### config.mk
export PLATFORM = sky130hd
export DESIGN_NAME = uart_tx_frame
export DESIGN_NICKNAME = d
export VERILOG_FILES = /design/src/rtl/uart_tx_frame.sv
export SDC_FILE = /design/constraint.sdc
export NUM_CORES = 1
export LEC_CHECK = 0
export ABC_AREA = 1
export BUFFER_PORTS_ARGS = -buffer_cell sky130_fd_sc_hd__buf_4
export CAP_MARGIN = 40
export CELL_PAD_IN_SITES_DETAIL_PLACEMENT = 1
export CELL_PAD_IN_SITES_GLOBAL_PLACEMENT = 1
export CORE_MARGIN = 5
export CORE_UTILIZATION = 41
export DETAILED_ROUTE_END_ITERATION = 10
export GPL_TIMING_DRIVEN = 0
export PLACE_DENSITY = 0.79
export SLEW_MARGIN = 25
export SYNTH_ARGS = -nofsm -noshare
export SYNTH_HDL_FRONTEND = slang
export SYNTH_SLANG_ARGS = --single-unit
### constraint.sdc
create_clock -name clk -period 1.87 [get_ports clk]
set_clock_uncertainty 0.1 [all_clocks]
set_input_delay 0.0935 -clock clk [delete_from_list [all_inputs] [get_ports clk]]
set_output_delay 0.0935 -clock clk [all_outputs]
set_load 0.005 [all_outputs]
### src/rtl/uart_tx_frame.sv
// UART transmit framer: start, 8 data bits LSB first, even parity, stop bit(s).
// Define UART_TX_TWO_STOP_EN for two stop bits; default build sends one.
module uart_tx_frame #(
    parameter int CLK_FREQ     = 50000000,
    parameter int BAUD         = 9600,
    parameter int CLKS_PER_BIT = CLK_FREQ / BAUD
) (
    input  logic       clk,
    input  logic       rst,
    input  logic       tx_start,
    input  logic [7:0] tx_data,
    input  logic       parity_bit,
    output logic [7:0] par_data,
    output logic       par_en,
    output logic       tx,
    output logic       tx_busy,
    output logic       tx_done
);

`ifdef UART_TX_TWO_STOP_EN
    localparam int STOP_CLKS = 2 * CLKS_PER_BIT;
`else
    localparam int STOP_CLKS = CLKS_PER_BIT;
`endif
    localparam int CNT_W = $clog2(STOP_CLKS);

    if (CLKS_PER_BIT < 4) begin : g_bad_clks_per_bit
        $error("uart_tx_frame: CLKS_PER_BIT must be at least 4");
    end

    typedef enum logic [2:0] {
        IDLE,
        START,
        DATA,
        PARITY,
        STOP
    } state_t;

    state_t           state;
    state_t           next_state;
    logic [CNT_W-1:0] baud_cnt;
    logic [2:0]       bit_idx;
    logic [2:0]       next_idx;
    logic             bit_end;

    // STOP may span two bit times, so its terminal count differs from the others.
    always_comb begin
        bit_end  = 1'b0;
        next_idx = bit_idx + 3'd1;
        if (state == STOP) begin
            bit_end = (baud_cnt == CNT_W'(STOP_CLKS - 1));
        end else begin
            bit_end = (baud_cnt == CNT_W'(CLKS_PER_BIT - 1));
        end
    end

    always_ff @(posedge clk or posedge rst) begin
        if (rst) begin
            state <= IDLE;
        end else begin
            state <= next_state;
        end
    end

    always_comb begin
        next_state = state;
        unique case (state)
            IDLE:    if (tx_start) next_state = START;
            START:   if (bit_end) next_state = DATA;
            DATA:    if (bit_end && bit_idx == 3'd7) next_state = PARITY;
            PARITY:  if (bit_end) next_state = STOP;
            STOP:    if (bit_end) next_state = IDLE;
            default: next_state = IDLE;
        endcase
    end

    always_comb begin
        par_en  = (state == START) || (state == DATA);
        tx_busy = (state != IDLE);
    end

    // Line driver and bit timing; parity_bit is sampled only at the last data edge.
    always_ff @(posedge clk or posedge rst) begin
        if (rst) begin
            tx       <= 1'b1;
            tx_done  <= 1'b0;
            par_data <= 8'h00;
            baud_cnt <= '0;
            bit_idx  <= 3'd0;
        end else begin
            tx_done <= 1'b0;
            if (state != IDLE) begin
                if (bit_end) begin
                    baud_cnt <= '0;
                end else begin
                    baud_cnt <= baud_cnt + CNT_W'(1);
                end
            end
            unique case (state)
                IDLE: begin
                    if (tx_start) begin
                        par_data <= tx_data;
                        tx       <= 1'b0;
                        baud_cnt <= '0;
                    end
                end
                START: begin
                    if (bit_end) begin
                        tx      <= par_data[0];
                        bit_idx <= 3'd0;
                    end
                end
                DATA: begin
                    if (bit_end) begin
                        if (bit_idx == 3'd7) begin
                            tx <= parity_bit;
                        end else begin
                            bit_idx <= next_idx;
                            tx      <= par_data[next_idx];
                        end
                    end
                end
                PARITY: begin
                    if (bit_end) begin
                        tx <= 1'b1;
                    end
                end
                STOP: begin
                    if (bit_end) begin
                        tx_done <= 1'b1;
                    end
                end
                default: tx <= 1'b1;
            endcase
        end
    end

endmodule

# [Word-level counts from Yosys, hierarchy flattened]
# Index checks and enable logic that the tools add are counted.
# Widths: inputs -> output; s select.
[totals] register_bits=29 in_bits=12 output_inout_bits=12 wordCells=55
[classes] addsub=2 order_cmp=1 n_eq_ne=13 n_mux=23 bitwise_logic=1 n_reduce_logical=9
[ops] operator="$mux 13" count=4
[ops] operator="$mux 3" count=7
[ops] operator="$pmux 3 s5" count=1
[ops] operator="$ne 2x2->1 const B" count=7
[ops] operator="$add 13x1->13 const B" count=1
[ops] operator="$eq 13x13->1 const B" count=1
[ops] operator="$reduce_and 5->1" count=2
[ops] operator="$mux 1" count=8
[ops] operator="$eq 3x2->1 const B" count=2
[ops] operator="$eq 3x3->1 const B" count=2
[ops] operator="$pmux 3 s2" count=1
[ops] operator="$pmux 1 s5" count=1
[ops] operator="$lt 3x4->1 const B" count=1
[ops] operator="$reduce_and 4->1" count=1
[ops] operator="$add 3x1->3 const B" count=1
[ops] operator="$bmux 1 s3" count=1
[ops] operator="$eq 3x1->1 const B" count=1
[ops] operator="$logic_not 3->1" count=1
[ops] operator="$reduce_bool 3->1" count=1
[ops] operator="$reduce_and 2->1" count=1
[ops] operator="$reduce_bool 2->1" count=1
[ops] operator="$logic_and 1x1->1" count=1
[ops] operator="$logic_or 1x1->1" count=1
[ops] operator="$not 1->1" count=1

# [Longest topological paths before layout]
[logic_depth] ltp_word=6 ltp_mapped=9 mapped_depth_nobuf=9

# [Worst setup path before layout]
# Ideal clock, no wire load.
[synth_path] path_kind="reg-to-reg" startpoint="reg bit_idx[0]" endpoint="reg bit_idx[0]" setup_ps=121 arrival_time_ps=1248 required_ps=1649 path_slack_ps=402 stages_incl_launch_ff=9 n_path_buf=0 synth_period_minus_slack_ps=1468 path_cell_list="dfrtp_1 ha_1 ha_1 nor2_1 inv_1 nand2_1 nand2_2 nand2_1 o21ai_1"
[synth_via] elab_chain_len=4 word_cells_on_any_way=7 cone_classes="1 x add/sub; 2 x eq/ne; 3 x mux; 1 x reduce/logical"
[synth_rtl] item="start, declared" line="42" text="logic [2:0] bit_idx;"
[synth_rtl] item="start signal, assigned" line="118" text="bit_idx <= next_idx;"
[synth_rtl] item="$add 3x1->3" line="49" text="next_idx = bit_idx + 3'd1;"
[synth_rtl] item="$mux 3" line="115" text="if (bit_idx == 3'd7) begin"
[synth_rtl] item="$mux 3" line="114" text="if (bit_end) begin"
[synth_rtl] item="$pmux 3 s2" line="99" text="unique case (state)"
# Parallel ways exist; a longest one is shown, timed or not. The select of a mux whose other input is x is not followed.
# A chain may end at the register's enable or synchronous reset.

# [Final worst setup path]
[layout_path] startpoint="reg baud_cnt[0]" endpoint="reg bit_idx[0]"
[layout_via] elab_chain_len=3 word_cells_on_any_way=4 cone_classes="3 x eq/ne; 1 x reduce/logical"
[layout_rtl] item="start, declared" line="41" text="logic [CNT_W-1:0] baud_cnt;"
[layout_rtl] item="start signal, assigned" line="96" text="baud_cnt <= baud_cnt + CNT_W'(1);"
[layout_rtl] item="$eq 13x13->1 *" line="51, 53"
[layout_rtl] item="$ne 2x2->1 (no source line)"
[layout_rtl] item="$reduce_and 4->1 (no source line) *"
# Every way passes the cells marked *; elsewhere a longest branch is shown, timed or not.

==> impl_metrics.sql <==
INSERT INTO impl_metrics (metric_group, metric, value, unit) VALUES
('cts', 'cts-htree-levels', '2', ''),
('sta', 'max_slew_margin', '57.03', '%'),
('global_routing', 'global_route.usage.met3', '5.335', '%'),
('finish', 'antenna-diode-count', '0', ''),
('yosys', 'synth.ff_latch_count', '29', ''),
('placed_design', 'portBuffers', '23', ''),
('global_routing', 'global_route.usage.met1', '25.72', '%'),
('finish', 'layout.cells.most_common', 'sky130_fd_sc_hd__nand2_1', ''),
('die', 'fp.dieArea', '5458', 'um2'),
('global_routing', 'grt_start_max_net_pins', '30', ''),
('critical_path', 'critPathRequiredTime', '1.94', 'ns'),
('sta', 'maximum_clock_rate', '582.2', 'MHz'),
('sta', 'max_slew.worst_pin.slew', '0.6437', 'ns'),
('status', 'outcome', 'completed', ''),
('power_and_ir_drop', 'power.net_switching', '1.556', 'mW'),
('finish', 'finish.net_count', '280', ''),
('power_and_ir_drop', 'combPwrFrac', '48.6', '%'),
('global_routing', 'globalRoute.busiestLayer', 'met2', ''),
('yosys', 'synth_largest_area_cell', 'sky130_fd_sc_hd__dfrtp_1', ''),
('die', 'io_pins', '24', ''),
('sta', 'setup_violations', '0', ''),
('critical_path', 'regToRegEndpoint', 'bit_idx[0]$_DFFE_PP0P_', ''),
('critical_path', 'crit_type', 'flop to flop', ''),
('cts', 'num_clock_sinks', '29', ''),
('min_path', 'hold_path_startpoint', 'tx_start', ''),
('power_and_ir_drop', 'clock_power_share', '19.6', '%'),
('die', 'die_x', '73.88', 'um'),
('detailed_routing', 'initialDrtViolationCount', '74', ''),
('global_routing', 'gr-usage-met2', '32.68', '%'),
('power_and_ir_drop', 'seq_power_share', '31.8', '%'),
('detailed_routing', 'drc_errors', '0', ''),
('sta', 'layout_worst_path_cycle_share', '91.85', '%'),
('sta', 'finalWorstPathRequiredPeriod', '1.718', 'ns'),
('yosys', 'yosys.area.top_type_share', '41.88', '%'),
('die', 'fp-row-count', '23', ''),
('power_and_ir_drop', 'intPower', '1.953', 'mW'),
('cts', 'numCtsBuffers', '5', ''),
('sta', 'postLayoutSetupSlackWorst', '0.1525', 'ns'),
('yosys', 'synth.yosys.seq_area_share', '43.46', '%'),
('placed_design', 'pre_cts_slack', '0.08987', 'ns'),
('cts', 'cts_root_buf', 'sky130_fd_sc_hd__clkbuf_8', ''),
('detailed_routing', 'routed_wl', '4792', 'um'),
('global_routing', 'gr-total-overflow', '0', ''),
('detailed_routing', '1st_pass_router_iterations', '4', ''),
('global_routing', 'gr-usage-all-layers', '20.16', '%'),
('yosys', 'ys.warnings.count', '0', ''),
('critical_path', 'timing.critical_path.from_type', 'flop', ''),
('sta', 'finalHoldViolCount', '0', ''),
('power_and_ir_drop', 'leakage', '1.051', 'nW'),
('yosys', 'ys_top_cells_by_area', 'sky130_fd_sc_hd__dfrtp_1 42%, sky130_fd_sc_hd__nand2_1 13%, sky130_fd_sc_hd__nand3_1 7.5%', ''),
('placed_design', 'dpl.cell_count', '299', ''),
('yosys', 'post_synth_instance_area', '1673', 'um2'),
('yosys', 'postSynthNetCount', '241', ''),
('finish', 'fraction_of_final_layout_cells_sized_beyond_drive_strength_1', '20.68', '%'),
('global_routing', 'grt_first_pass_wirelength', '8307', 'um'),
('yosys', 'post_synth.cell_area_avg', '7.402', 'um2'),
('global_routing', 'first_global_vias', '1757', ''),
('finish', 'layout-area-overhead-vs-synth', '26.63', '%'),
('sta', 'setup_tns', '0', 'ns'),
('placed_design', 'place.gp.congestion', '0.7611', ''),
('detailed_routing', 'via_per_inst', '5.161', ''),
('detailed_routing', 'num_vias', '1631', ''),
('critical_path', 'data_arrival_critical_path', '1.78', 'ns'),
('die', 'die_y', '73.88', 'um'),
('critical_path', 'worst-r2r-setup-slack', '0.15', 'ns'),
('power_and_ir_drop', 'ir_drop', '0.7409', 'mV'),
('sta', 'rsz0062_at_grt', 'yes', ''),
('cts', 'clk_latency', '0.28', 'ns'),
('min_path', 'min_delay_path_depth', '4', ''),
('critical_path', 'reg2reg_from', 'baud_cnt[0]$_DFF_PP0_', ''),
('die', 'initial_util', '42.12', '%');
-- layout make-up --
class	count	area, um2
Fill cell	510	1853
Timing Repair Buffer	32	262.8
Clock inverter	1	30.03
Buffer	1	11.26
Tap cell	50	62.56
Sequential cell	29	728.2
Multi-Input combinational cell	162	809.5
Clock buffer	7	86.33
Inverter	34	127.6
-- how the worst max path moves through the flow --
stage | from | to | slack (ns) | cells past startpoint
6_report | baud_cnt[0]$_DFF_PP0_ | bit_idx[0]$_DFFE_PP0P_ | 0.15 | 8
3_3_place_gp | baud_cnt[0]$_DFF_PP0_ | baud_cnt[12]$_DFF_PP0_ | 0.20 | 8
4_1_cts | baud_cnt[0]$_DFF_PP0_ | baud_cnt[6]$_DFF_PP0_ | 0.07 | 8
3_5_place_dp | baud_cnt[0]$_DFF_PP0_ | state[1]$_DFFE_PP0P_ | 0.09 | 7
5_1_grt | baud_cnt[0]$_DFF_PP0_ | bit_idx[0]$_DFFE_PP0P_ | -0.01 | 8
2_1_floorplan | bit_idx[0]$_DFFE_PP0P_ | bit_idx[0]$_DFFE_PP0P_ | 0.40 | 8
-- per-layer routing --
layer / part of all wire, % / vias up
li1: - / 805
met4: 1.8 / 0
met5: 0 / -
met1: 46 / 787
met2: 48 / 30
met3: 3.8 / 9
-- logic make-up after synthesis --
kind of cell    Yosys count  synth area share, %
buf+inv                  35                8.303
flops                    29                43.46
simple gates            127                35.38
xor+xnor                  2                1.047
fa+ha+maj                 3                2.244
compound gates           30                9.574
-- sequential cells by signal, summed over array words and instances, names as in the netlist --
signal	count
baud_cnt	13
bit_idx	3
par_data	8
state	3
tx_done	1
tx	1
-- Yosys cell counts --
cell type	count
sky130_fd_sc_hd__a21boi_0	1
sky130_fd_sc_hd__a21oi_1	8
sky130_fd_sc_hd__a31oi_1	1
sky130_fd_sc_hd__a32o_1	1
sky130_fd_sc_hd__buf_6	1
sky130_fd_sc_hd__dfrtp_1	28
sky130_fd_sc_hd__dfstp_2	1
sky130_fd_sc_hd__ha_1	3
sky130_fd_sc_hd__inv_1	27
sky130_fd_sc_hd__inv_2	7
sky130_fd_sc_hd__nand2_1	59
sky130_fd_sc_hd__nand2_2	4
sky130_fd_sc_hd__nand2_4	1
sky130_fd_sc_hd__nand3_1	25
sky130_fd_sc_hd__nand3_2	1
sky130_fd_sc_hd__nand3b_1	1
sky130_fd_sc_hd__nand4_1	4
sky130_fd_sc_hd__nor2_1	22
sky130_fd_sc_hd__nor2_2	2
sky130_fd_sc_hd__nor2_4	3
sky130_fd_sc_hd__nor3_1	3
sky130_fd_sc_hd__nor3_4	1
sky130_fd_sc_hd__o21ai_0	13
sky130_fd_sc_hd__o21ai_1	5
sky130_fd_sc_hd__o22ai_1	1
sky130_fd_sc_hd__or2_2	1
sky130_fd_sc_hd__xor2_1	2
-- critical path: stages, from the launching register on --
cell,delay (ns)
sky130_fd_sc_hd__dfrtp_2,0.42
sky130_fd_sc_hd__ha_1,0.22
sky130_fd_sc_hd__nand2_2,0.12
sky130_fd_sc_hd__nor2_2,0.14
sky130_fd_sc_hd__nand3_2,0.16
sky130_fd_sc_hd__nand2_1,0.16
sky130_fd_sc_hd__nand2_2,0.11
sky130_fd_sc_hd__nand2_1,0.09
sky130_fd_sc_hd__o21ai_1,0.08
-- power by group through the flow --
stage	clock (mW)	sequential [mW]	combinational, mW
CTS	0.705	1.11	1.71
floorplan	0	1.08	1.12
global route	0.735	1.15	1.92
finish	0.689	1.12	1.71
detailed placement	0	1.12	1.68
global placement	0	1.12	1.60
-- metrics by stage --
step | utilization, % | power (mW) | area [um2] | hold slack (ns)
after floorplan | - | 2.198 | 1673 | 0.07087
after global placement | 48.05 | 2.717 | 1908 | 0.2386
after detailed placement | 48.05 | 2.802 | 1908 | 0.1300
after CTS | 53.25 | 3.532 | 2115 | 0.02519
after global routing | 53.34 | 3.806 | 2118 | 0.04112
final | 53.34 | 3.509 | 2118 | 0.03672
-- repair_timing --
item	CTS	global route
resized for setup	0	3
hold buffers	9	0
endpoints found under the setup margin	0	12
endpoints found under the hold margin	36	0
No activity file was read; power rests on OpenSTA's default activity.
